`config.mk`:
```
export PLATFORM = sky130hd
export DESIGN_NAME = port_arbiter
export DESIGN_NICKNAME = d
export VERILOG_FILES = /design/src/rtl/port_arbiter.sv
export SDC_FILE = /design/constraint.sdc
export NUM_CORES = 1
export LEC_CHECK = 0
export BUFFER_PORTS_ARGS = -buffer_cell sky130_fd_sc_hd__buf_2
export CAP_MARGIN = 15
export CORE_ASPECT_RATIO = 1.2
export CORE_MARGIN = 3
export CORE_UTILIZATION = 40
export DETAILED_ROUTE_END_ITERATION = 12
export HOLD_SLACK_MARGIN = 0.08
export PLACE_DENSITY = 0.73
export SLEW_MARGIN = 10
export SYNTH_ARGS = -nofsm -noshare
export SYNTH_HDL_FRONTEND = slang
export SYNTH_SLANG_ARGS = --single-unit
```
`constraint.sdc`:
```
create_clock -name clk -period 5.5 [get_ports clk]
set_input_delay 0.275 -clock clk [delete_from_list [all_inputs] [get_ports clk]]
set_output_delay 0.275 -clock clk [all_outputs]
set_load 0.005 [all_outputs]
```
`src/rtl/port_arbiter.sv`:
```
// port_arbiter: round-robin N_IN:1 arbiter feeding a one-entry registered output stage.
// Defining ARB_PKT_CNT_EN adds a saturating accepted-packet counter on pkt_count.
module port_arbiter #(
  parameter int N_IN   = 4,
  parameter int DATA_W = 16
) (
  input  logic                   clk,
  input  logic                   rst_n,
  input  logic [N_IN-1:0]        req_valid,
  input  logic [N_IN*DATA_W-1:0] req_packet,
  output logic [N_IN-1:0]        req_ready,
  output logic [DATA_W-1:0]      out_packet,
  output logic                   out_valid,
  input  logic                   out_ready
`ifdef ARB_PKT_CNT_EN
  ,
  output logic [15:0]            pkt_count
`endif
);
  localparam int PW = $clog2(N_IN);

  typedef enum logic {EMPTY = 1'b0, FULL = 1'b1} state_t;

  state_t            state_p0, state_nxt;
  logic [DATA_W-1:0] pkt_p0;
  logic [PW-1:0]     ptr, ptr_nxt;
  logic [N_IN-1:0]   grant;
  logic [PW-1:0]     gidx;
  logic              load_ok, take, drain;
  int                j;

  assign load_ok = (state_p0 == EMPTY) || out_ready;

  // Circular priority search from ptr; the lowest offset wins because it is assigned last.
  always_comb begin
    grant = '0;
    gidx  = '0;
    j     = 0;
    if (load_ok && rst_n) begin
      for (int k = N_IN - 1; k >= 0; k--) begin
        j = int'(ptr) + k;
        if (j >= N_IN) j = j - N_IN;
        if (req_valid[j]) begin
          grant    = '0;
          grant[j] = 1'b1;
          gidx     = PW'(j);
        end
      end
    end
  end

  assign req_ready = grant;
  assign take      = |grant;
  assign drain     = (state_p0 == FULL) && out_ready;

  always_comb begin
    state_nxt = state_p0;
    ptr_nxt   = ptr;
    if (take) begin
      state_nxt = FULL;
      ptr_nxt   = (gidx == PW'(N_IN - 1)) ? '0 : gidx + PW'(1);
    end else if (drain) begin
      state_nxt = EMPTY;
    end
  end

  always_ff @(posedge clk or negedge rst_n) begin
    if (!rst_n) begin
      state_p0 <= EMPTY;
      ptr      <= '0;
    end else begin
      state_p0 <= state_nxt;
      ptr      <= ptr_nxt;
    end
  end

  // Output stage p0: packet is captured only on a grant, so a drain leaves it untouched.
  always_ff @(posedge clk or negedge rst_n) begin
    if (!rst_n) begin
      pkt_p0 <= '0;
    end else if (take) begin
      pkt_p0 <= req_packet[gidx*DATA_W +: DATA_W];
    end
  end

  assign out_packet = pkt_p0;
  assign out_valid  = state_p0;

`ifdef ARB_PKT_CNT_EN
  logic [15:0] cnt_p0;

  function automatic logic [15:0] sat_inc(input logic [15:0] v);
    return (v == 16'hFFFF) ? v : v + 16'd1;
  endfunction

  always_ff @(posedge clk or negedge rst_n) begin
    if (!rst_n) begin
      cnt_p0 <= '0;
    end else if (drain) begin
      cnt_p0 <= sat_inc(cnt_p0);
    end
  end

  assign pkt_count = cnt_p0;
`endif

endmodule

```
### After elaboration in Yosys (flattened, before gate mapping)

Index checks and enable logic that the tools add are counted.

* add/subtract/negate cells: 8
* order comparisons: 12
* eq/ne operators: 1
* shifts and indexed selects: 1
* mux-type cells: 41
* bitwise gates (word level): 1
* reduce and logical (&&, ||, !) cells: 9

Operators by type and width (number)
* 32-bit two-way mux: 8
* 32-bit by 1-bit greater-or-equal comparator with 1-bit output, second input constant: 4
* 32-bit by 4-bit less-than comparator with 1-bit output, second input constant: 4
* 64-bit by 7-bit indexed part select with 16-bit output: 1
* 4-bit two-way mux: 5
* 1-bit two-way mux: 14
* 2-bit two-way mux: 6
* 3-bit by 3-bit subtractor with 4-bit output, second input constant: 3
* 3-bit greater-or-equal comparator, second input constant: 3
* 1-bit binary-select mux with 2-bit select: 4
* 1-bit demux with 2-bit select: 4
* 2-bit by 2-bit adder with 3-bit output, second input constant: 2
* 1-bit logical AND: 6
* 4-bit OR reduction: 1
* 2-bit by 3-bit subtractor with 4-bit output, second input constant: 1
* 2-bit by 1-bit adder with 3-bit output, second input constant: 1
* 2-bit by 3-bit greater-or-equal comparator with 1-bit output, second input constant: 1
* 2-bit by 1-bit adder with 2-bit output, second input constant: 1
* 2-bit == test, second input constant: 1
* 2-bit nonzero test: 1
* 1-bit logical OR: 1
* 1-bit inverter: 1

* register bits: 19
* input port bits: 71
* output and inout bits: 21
* logic and storage cells: 76

### Logic depth before layout (Yosys ltp)

Gate-level depths: netlist of run 1.

* word-level depth: 15
* gate-level depth with buffers: 11
* mapped depth without buffers: 8

### Worst setup path before layout of run 1

No wires, ideal clock.

* kind: reg-to-reg
* from: reg ptr[0]
* to: reg pkt_p0[10], in the netlist out_packet[10]
* setup time: 0.125 ns
* arrival: 3.160 ns
* path slack: 2.215 ns
* cell stages (with the launch flop): 11
* buffers on the path: 3
* period minus slack after synthesis: 3.285 ns
* cell sequence: dfrtp_1 > buf_6 > inv_1 > ha_1 > mux4_2 > a221o_1 > o221a_2 > or4_4 > buf_6 > buf_6 > mux2_4

* word-level cells in the longest chain between the ends: 14

Ends and longest elaborated chain
* start: declaration: line 26 `logic [PW-1:0] ptr, ptr_nxt;`
* start signal: assignment: line 73 `ptr <= ptr_nxt;`
* 2-bit by 2-bit adder with 3-bit output: line 41 `j = int'(ptr) + k;`
* 3-bit by 3-bit subtractor with 4-bit output / 3-bit greater-or-equal comparator (equally long branches): line 42 `if (j >= N_IN) j = j - N_IN;`
* 32-bit two-way mux: line 42
* 32-bit two-way mux: line 39 `if (load_ok && rst_n) begin`
* 32-bit by 1-bit greater-or-equal comparator with 1-bit output (not written as such) / 32-bit by 4-bit less-than comparator with 1-bit output (equally long branches): line 45 `grant[j] = 1'b1;`
* 1-bit logical AND (not written as such): line 45
* 1-bit two-way mux (not written as such): line 45
* 1-bit demux with 2-bit select: line 45
* 4-bit two-way mux (3 in series): line 43 `if (req_valid[j]) begin`
* 4-bit two-way mux (*): line 43
* 4-bit two-way mux (*): line 39
* via req_ready[0]: line 11 `output logic [N_IN-1:0] req_ready,`
* 4-bit OR reduction (*): line 53 `assign take = |grant;`
* end signal: assignment: line 82 `pkt_p0 <= req_packet[gidx*DATA_W +: DATA_W];`
* end: declaration: line 25 `logic [DATA_W-1:0] pkt_p0;`

The timed path passes the listed nets; every way through them passes the cells marked *. The select of a mux whose other input is x is not followed.
A chain may end at the register's enable or synchronous reset.

### Worst setup path in the final report of run 1

* from: reg ptr[0]
* to: reg pkt_p0[9], in the netlist out_packet[9]

* word-level cells in the longest chain between the ends: 14

Ends and longest elaborated chain (line)
* 2-bit by 2-bit adder with 3-bit output: 41
* 3-bit by 3-bit subtractor with 4-bit output / 3-bit greater-or-equal comparator (equally long branches): 42
* 32-bit two-way mux: 42
* 32-bit two-way mux: 39
* 32-bit by 1-bit greater-or-equal comparator with 1-bit output (not written as such) / 32-bit by 4-bit less-than comparator with 1-bit output (equally long branches): 45
* 1-bit logical AND (not written as such): 45
* 1-bit two-way mux (not written as such): 45
* 1-bit demux with 2-bit select: 45
* 4-bit two-way mux (4 in series): 43
* 4-bit two-way mux: 39
* 4-bit OR reduction: 53

Several ways; a longest one is shown, not always the timed one. The select of a mux whose other input is x is not followed.

==> summary.txt, run 1 <==
Layout
  – Number of diodes: 0
  – Final instance area: 0.00226 mm2
  – Final Util: 56.1%
  – Area growth from synthesis to layout: 32.6%
  – Final Instance Count excl. Fillers: 284
  – Fraction of layout cells with a size suffix above 1: 54.8%
  – Fin nets: 310
  – Fillers: 380

Routing
  – Vias: 1440
  – DRC viols: 0
  – Iter 0 DRT Violations: 121
  – Drt pass-1 iters: 4
  – Final wirelength: 4.09 mm
  – Via density: 5.07
  – DRT antenna net count: 0
  – Routed wire per std cell: 14.4 um

Synth
  – Register area share after synthesis: 27.9%
  – Post-Syn Nets: 220
  – FF+latch count, synth: 19
  – Distinct cells, synth: 26
  – Ys async rst share: 100%
  – Mapped Area: 0.00171 mm2
  – Synth area leader: mux2i_1
  – Top post-synthesis cells by area: mux2i_1 32%, dfrtp_1 28%, mux2_2 7.3%, mux2_4 6.2%, ha_1 5.9%
  – YS warnings: 0
  – Number of flops mapped to enable cells by yosys: 0
  – Synth top area share: 32.3%
  – Synthesized instance count: 141
  – Ys flop type: dfrtp_1
  – Synthesized area per cell: 12.1 um2

Die
  – I/O pin total: 92
  – Core area: 0.00404 mm2
  – Die area: 0.00509 mm2
  – Die Wd: 65.6 um
  – Initial Util: 42.3%
  – Die Y: 77.6 um
  – Cell row count: 25

Worst setup path
  – Reg2reg end: out_packet[9]$_DFFE_PN0P_
  – CP startpoint kind: flop
  – R2r startpoint: ptr[0]$_DFFE_PN0P_
  – Worst-path maximum fanout: 19
  – Cells on worst reg2reg path: 7
  – CP Data Arrival Time: 3.70 ns
  – Critical path type: reg -> reg
  – CP Capture Type: flop
  – Critical Path RT: 5.64 ns
  – R2r setup slk: 1.94 ns

STA
  – Hold Vio Cnt, Final: 0
  – Final Setup Violations: 0
  – Clock Skew: 0.00363 ns
  – Fmax: 281 MHz
  – Final min period: 3.56 ns
  – Hold WS: 0.295 ns
  – Relative slew slack: 63.7%
  – Setup TNS: 0 ns
  – Tcrit/Tclk final: 64.7%
  – Slew of the pin with the lowest slew margin: 0.542 ns
  – Pins Over Slew Limit: 0
  – Unrepaired setup endpoints after global routing: no

Global route
  – Largest net degree at the start of global routing: 34
  – First-pass GRT wire length: 6.60 mm
  – Vias in the first global route: 1481
  – GRT overflow: 0
  – Initial antenna violation count: 0
  – Total track usage: 16.2%

Status
  – Status: complete, no violations

CTS
  – CTS root buffer: clkbuf_8
  – Clock latency on the worst-skew pair: 0.25 ns
  – CTS tree: yes
  – Postcts setup bufs: 0
  – Worst-path clk slew: 0.07 ns
  – Clk sinks: 19
  – CTS Hold Buffers Added: 1
  – Clk buf depth: 2
  – TritonCTS buffer count: 3
  – H-tree depth: 1
  – Resize count post-CTS: 0

Pwr
  – Static leakage: 1.11 nW
  – VDD IR-drop max: 206 uV
  – PD cells: 456 mW/mm2

Place
  – DP HPWL: 3.42 mm
  – Inst Count DP: 279
  – Port Buffer Count: 91
  – Placed Area: 0.00221 mm2
  – Gp weighted congestion: 0.806

Hold path
  – Hold crit path type: in -> reg
  – Hold Path Stages: 3
  – Hold_sp: out_ready
  – Hold endpoint: out_valid$_DFFE_PN0P_

Job
  – # Max-Cap Violations: 0
## worst max-delay path, cell delays in order, from the launching register on
cell	delay [ns]
dfrtp_1	0.65
inv_1	0.23
ha_1	0.45
mux4_2	0.42
a221o_1	0.38
o221a_2	0.26
or4_4	0.71
mux2_4	0.35
## synth_stat cells, types with 2 or more instances
library cell / instances
a221o_1: 4
and3_1: 4
buf_1: 3
buf_6: 3
clkbuf_1: 2
dfrtp_1: 19
ha_1: 8
inv_1: 3
mux2_2: 11
mux2_4: 7
mux2i_1: 55
mux4_2: 3
nand2b_1: 2
nor2_1: 2
o221a_2: 4
## registers in the layout (all words and copies together), names as in the netlist
signal,cells
out_packet,16
out_valid,1
ptr,2
## power breakdown
part	internal (W)	leakage, nW	switching (W)
clock	0.0000502	0.0255	0.0000436
combinational	0.000377	0.863	0.000294
sequential	0.000214	0.221	0.0000520
## kinds of logic after synthesis
family          share of synthesized area, %
compound gates                          6.67
simple gates                            5.43
xor+xnor                               0.513
fa+ha+maj                               5.87
mux                                     49.6
flops                                   27.9
buf+inv                                 4.03
## layout make-up
class / instances / area, um2 / area share [%]
tap: 54 / 67.6 / 2.99
timing repair buffer: 94 / 480 / 21.2
multi-input combinational: 110 / 1180 / 52.2
sequential: 19 / 475 / 21.0
clock inverter: 1 / 5.00 / 0.221
inverter: 3 / 11.3 / 0.498
clock buffer: 3 / 41.3 / 1.83
## cell usage in the layout (no fill, tap or decap)
cell,n
dfrtp_1,19
nand2b_1,2
nor4bb_4,1
o211ai_1,1
mux2i_1,55
mux2_4,7
mux4_2,3
a21boi_2,1
dlygate4sd3_1,1
a221o_1,4
buf_4,2
o221ai_1,1
or4_4,1
o221a_2,4
o21ai_0,1
and2_0,1
clkinv_2,1
mux2_2,11
clkbuf_8,3
nor2_1,2
nor2b_1,1
inv_1,3
and3_1,4
xnor2_1,1
buf_2,91
ha_1,8
nor2b_4,1
## routing by layer
metal	vias up	wire length (um)	track usage, %
li1	714	-	-
met3	12	245	2.60
met2	61	2120	27.4
met4	0	118	7.05
met5	-	0	0
met1	653	1600	19.8
## worst max path at each step
stage | from | to | slack, ns
floorplan | ptr[0]$_DFFE_PN0P_ | out_packet[10]$_DFFE_PN0P_ | 2.22
global placement | ptr[0]$_DFFE_PN0P_ | out_packet[8]$_DFFE_PN0P_ | 2.02
detailed placement | ptr[0]$_DFFE_PN0P_ | out_packet[8]$_DFFE_PN0P_ | 1.96
CTS | ptr[0]$_DFFE_PN0P_ | out_packet[8]$_DFFE_PN0P_ | 1.94
global route | ptr[0]$_DFFE_PN0P_ | out_packet[9]$_DFFE_PN0P_ | 1.75
finish | ptr[0]$_DFFE_PN0P_ | out_packet[9]$_DFFE_PN0P_ | 1.94
## stage by stage
step	total power [W]	setup slack, ns
2_1_floorplan	0.000776	2.22
3_5_place_dp	0.000948	1.96
4_1_cts	0.00105	1.94
5_1_grt	0.00111	1.75
6_report	0.00103	1.94
3_3_place_gp	0.000929	2.02
Power figures use the tool's default switching activity.
==> inputs of run 2 (changes only) <==
ABC_AREA = 1   (was default)
PLACE_DENSITY = 0.71   (was 0.73)
clock period = 2.89 ns   (was 5.5 ns; I/O delays follow)
==> summary.txt, run 2 <==
Routing
  – Vias: 2471
  – Final wirelength: 6.21 mm
  – Drt pass-1 iters: 4
  – Iter 0 DRT Violations: 85
  – Via density: 4.85
  – Routed wire per std cell: 12.2 um
  – DRC viols: 0
  – DRT antenna net count: 0

Global route
  – Largest net degree at the start of global routing: 35
  – First-pass GRT wire length: 10.3 mm
  – Total track usage: 20.2%
  – Vias in the first global route: 2343
  – GRT overflow: 0
  – Initial antenna violation count: 0

Worst setup path
  – Crit path largest cell delay: 0.63 ns
  – CP most frequent cell: nand2_1
  – Crit path buffers/inverters: 2
  – CP Data Arrival Time: 2.67 ns
  – Reg2reg end: out_packet[5]$_DFFE_PN0P_
  – Crit. Startpoint: ptr[0]$_DFFE_PN0P_
  – Cells on worst reg2reg path: 14
  – Critical path type: reg -> reg
  – Slowest cell on the critical path: dfrtp_1
  – Worst-path cell chain: inv_6, ha_1, inv_1, nand3_2, nand3_1, nand2_1, nand2_1, nand2_1, nand2_1, nand3_2, nand3_1, nand2_1, nand2_1, nand2_1
  – Worst-path maximum fanout: 16
  – Top delay family on crit path: simple AND/OR/NAND/NOR gates
  – R2r startpoint: ptr[0]$_DFFE_PN0P_
  – CP Capture Type: flop
  – Critical Path RT: 3.03 ns
  – R2r setup slk: 0.36 ns
  – CP startpoint kind: flop

Synth
  – Synthesized instance count: 362
  – Register area share after synthesis: 21.8%
  – Post-Syn Nets: 441
  – Ys async rst share: 100%
  – Distinct cells, synth: 21
  – Most instantiated cells after synthesis: 122 x nand2_1, 75 x inv_1, 75 x nand3_1
  – YS warnings: 0
  – Ys flop type: dfrtp_1
  – Synth area leader: dfrtp_1
  – Number of flops mapped to enable cells by yosys: 0
  – Synth top area share: 21.8%
  – Top-count cell post-synth: nand2_1
  – Top post-synthesis cells by area: dfrtp_1 22%, nand2_1 21%, nand3_1 17%, inv_1 13%, ha_1 4.6%
  – FF+latch count, synth: 19
  – Synthesized area per cell: 6.02 um2
  – Mapped Area: 0.00218 mm2

CTS
  – Clock latency on the worst-skew pair: 0.25 ns
  – CTS root buffer: clkbuf_8
  – Clk sinks: 19
  – TritonCTS buffer count: 3
  – CTS tree: yes
  – Clk buf depth: 2
  – CTS Hold Buffers Added: 2
  – Resize count post-CTS: 0
  – Worst-path clk slew: 0.07 ns
  – H-tree depth: 1
  – Postcts setup bufs: 0

Die
  – Core area: 0.00508 mm2
  – Die Y: 86.8 um
  – Die Wd: 73.4 um
  – Initial Util: 42.9%
  – I/O pin total: 92
  – Die area: 0.00637 mm2
  – Cell row count: 28

Hold path
  – Hold endpoint: out_packet[10]$_DFFE_PN0P_
  – Hold Path Stages: 7
  – Hold_sp: req_packet[10]
  – Hold crit path type: in -> reg

STA
  – Setup TNS: 0 ns
  – Tcrit/Tclk final: 87.5%
  – Unrepaired setup endpoints after global routing: no
  – Slew of the pin with the lowest slew margin: 0.466 ns
  – Clock Skew: 0.00194 ns
  – Final min period: 2.53 ns
  – Final Setup Violations: 0
  – Hold WS: 0.282 ns
  – Hold Vio Cnt, Final: 0
  – Relative slew slack: 68.9%
  – Fmax: 396 MHz
  – Pins Over Slew Limit: 0

Pwr
  – VDD IR-drop max: 391 uV
  – Switching share of total power: 56.1%
  – Flop pwr share: 18.3%
  – Switch Pwr: 0.00159 W
  – PD cells: 1050 mW/mm2
  – Static leakage: 1.80 nW
  – Gate power share: 75.2%
  – Clock power frac: 6.5%
  – Cell Int Power: 0.00125 W

Layout
  – Final instance area: 0.00270 mm2
  – Number of diodes: 0
  – Most frequent cells in the layout: 122 x nand2_1, 91 x buf_2, 75 x inv_1, 75 x nand3_1, 19 x dfrtp_1
  – Multi-input logic area: 0.00127 mm2
  – Area growth from synthesis to layout: 24.0%
  – Fin nets: 530
  – Most common cell after layout, fill and taps aside: nand2_1
  – Fillers: 549
  – Final Instance Count excl. Fillers: 510
  – Fraction of layout cells with a size suffix above 1: 29.6%
  – Largest register FFs: 16
  – Register Area: 475 um2

Status
  – Status: complete, no violations

Place
  – Placed Area: 0.00263 mm2
  – DP HPWL: 5.09 mm
  – Inst Count DP: 504
  – Port Buffer Count: 91
  – Gp weighted congestion: 0.957

Job
  – # Max-Cap Violations: 0
## run 2: changes by cell type in the layout (fill, tap and decap cells not counted), sizes merged, moves of 8 or more
cell / before / now
nand2: 0 / 137
nand3: 0 / 83
inv: 3 / 82
mux2i: 55 / 0
mux2: 18 / 0
nor2: 2 / 10
## run 2: cell families after synthesis
| logic type | Yosys count | synth area share (%) |
|---|---|---|
| adders and majority gates | 8 | 4.60 |
| AOI/OAI and AO/OA | 8 | 2.87 |
| buffers and inverters | 96 | 19.8 |
| xor gates and xnor gates | 1 | 0.402 |
| and+or+nand+nor | 230 | 50.5 |
| DFF | 19 | 21.8 |
## run 2: how the worst max path moves through the flow
stage | slack [ns] | to | cells after the start
after floorplan | 0.74 | out_packet[10]$_DFFE_PN0P_ | 17
after global placement | 0.45 | out_packet[5]$_DFFE_PN0P_ | 14
after detailed placement | 0.38 | out_packet[5]$_DFFE_PN0P_ | 14
after CTS | 0.37 | out_packet[5]$_DFFE_PN0P_ | 14
after global routing | 0.10 | out_packet[11]$_DFFE_PN0P_ | 16
final | 0.36 | out_packet[5]$_DFFE_PN0P_ | 14
## run 2: per-stage QoR
step                worst slack [ns]  util, %  total power, W
floorplan                      0.741        -         0.00222
global placement               0.447     51.8         0.00262
detailed placement             0.379     51.8         0.00267
CTS                            0.365     53.2         0.00286
global route                   0.103     53.2         0.00317
finish                         0.362     53.2         0.00284
## run 2: power by group through the flow
| stage | Combinational, W | Clock (W) | Sequential (W) |
|---|---|---|---|
| 4_1_cts | 0.00215 | 0.000190 | 0.000523 |
| 3_5_place_dp | 0.00214 | 0 | 0.000524 |
| 5_1_grt | 0.00242 | 0.000204 | 0.000539 |
| 6_report | 0.00214 | 0.000185 | 0.000520 |
| 2_1_floorplan | 0.00171 | 0 | 0.000506 |
| 3_3_place_gp | 0.00210 | 0 | 0.000525 |
## run 2: area by class of cell
cell class | instances | share of cell area [%]
clock inverters | 1 | 0.185
flip-flops and latches | 19 | 17.6
repair buffers | 98 | 19.0
well taps | 60 | 2.78
clock buffers | 3 | 1.53
inverters | 82 | 11.8
multi-input cells | 247 | 47.1
## run 2: layer usage
metal	global-route usage (%)	wire length, um
met4	7.74	152
met1	25.7	2520
met2	34.3	3070
met5	0	0
met3	2.44	465
## run 2: worst min-delay path, stage by stage
cell     delay (ns)
buf_2          0.07
inv_1          0.03
nand2_1        0.05
nand3_1        0.06
nand2_1        0.06
nand2_1        0.04
nand2_1        0.04
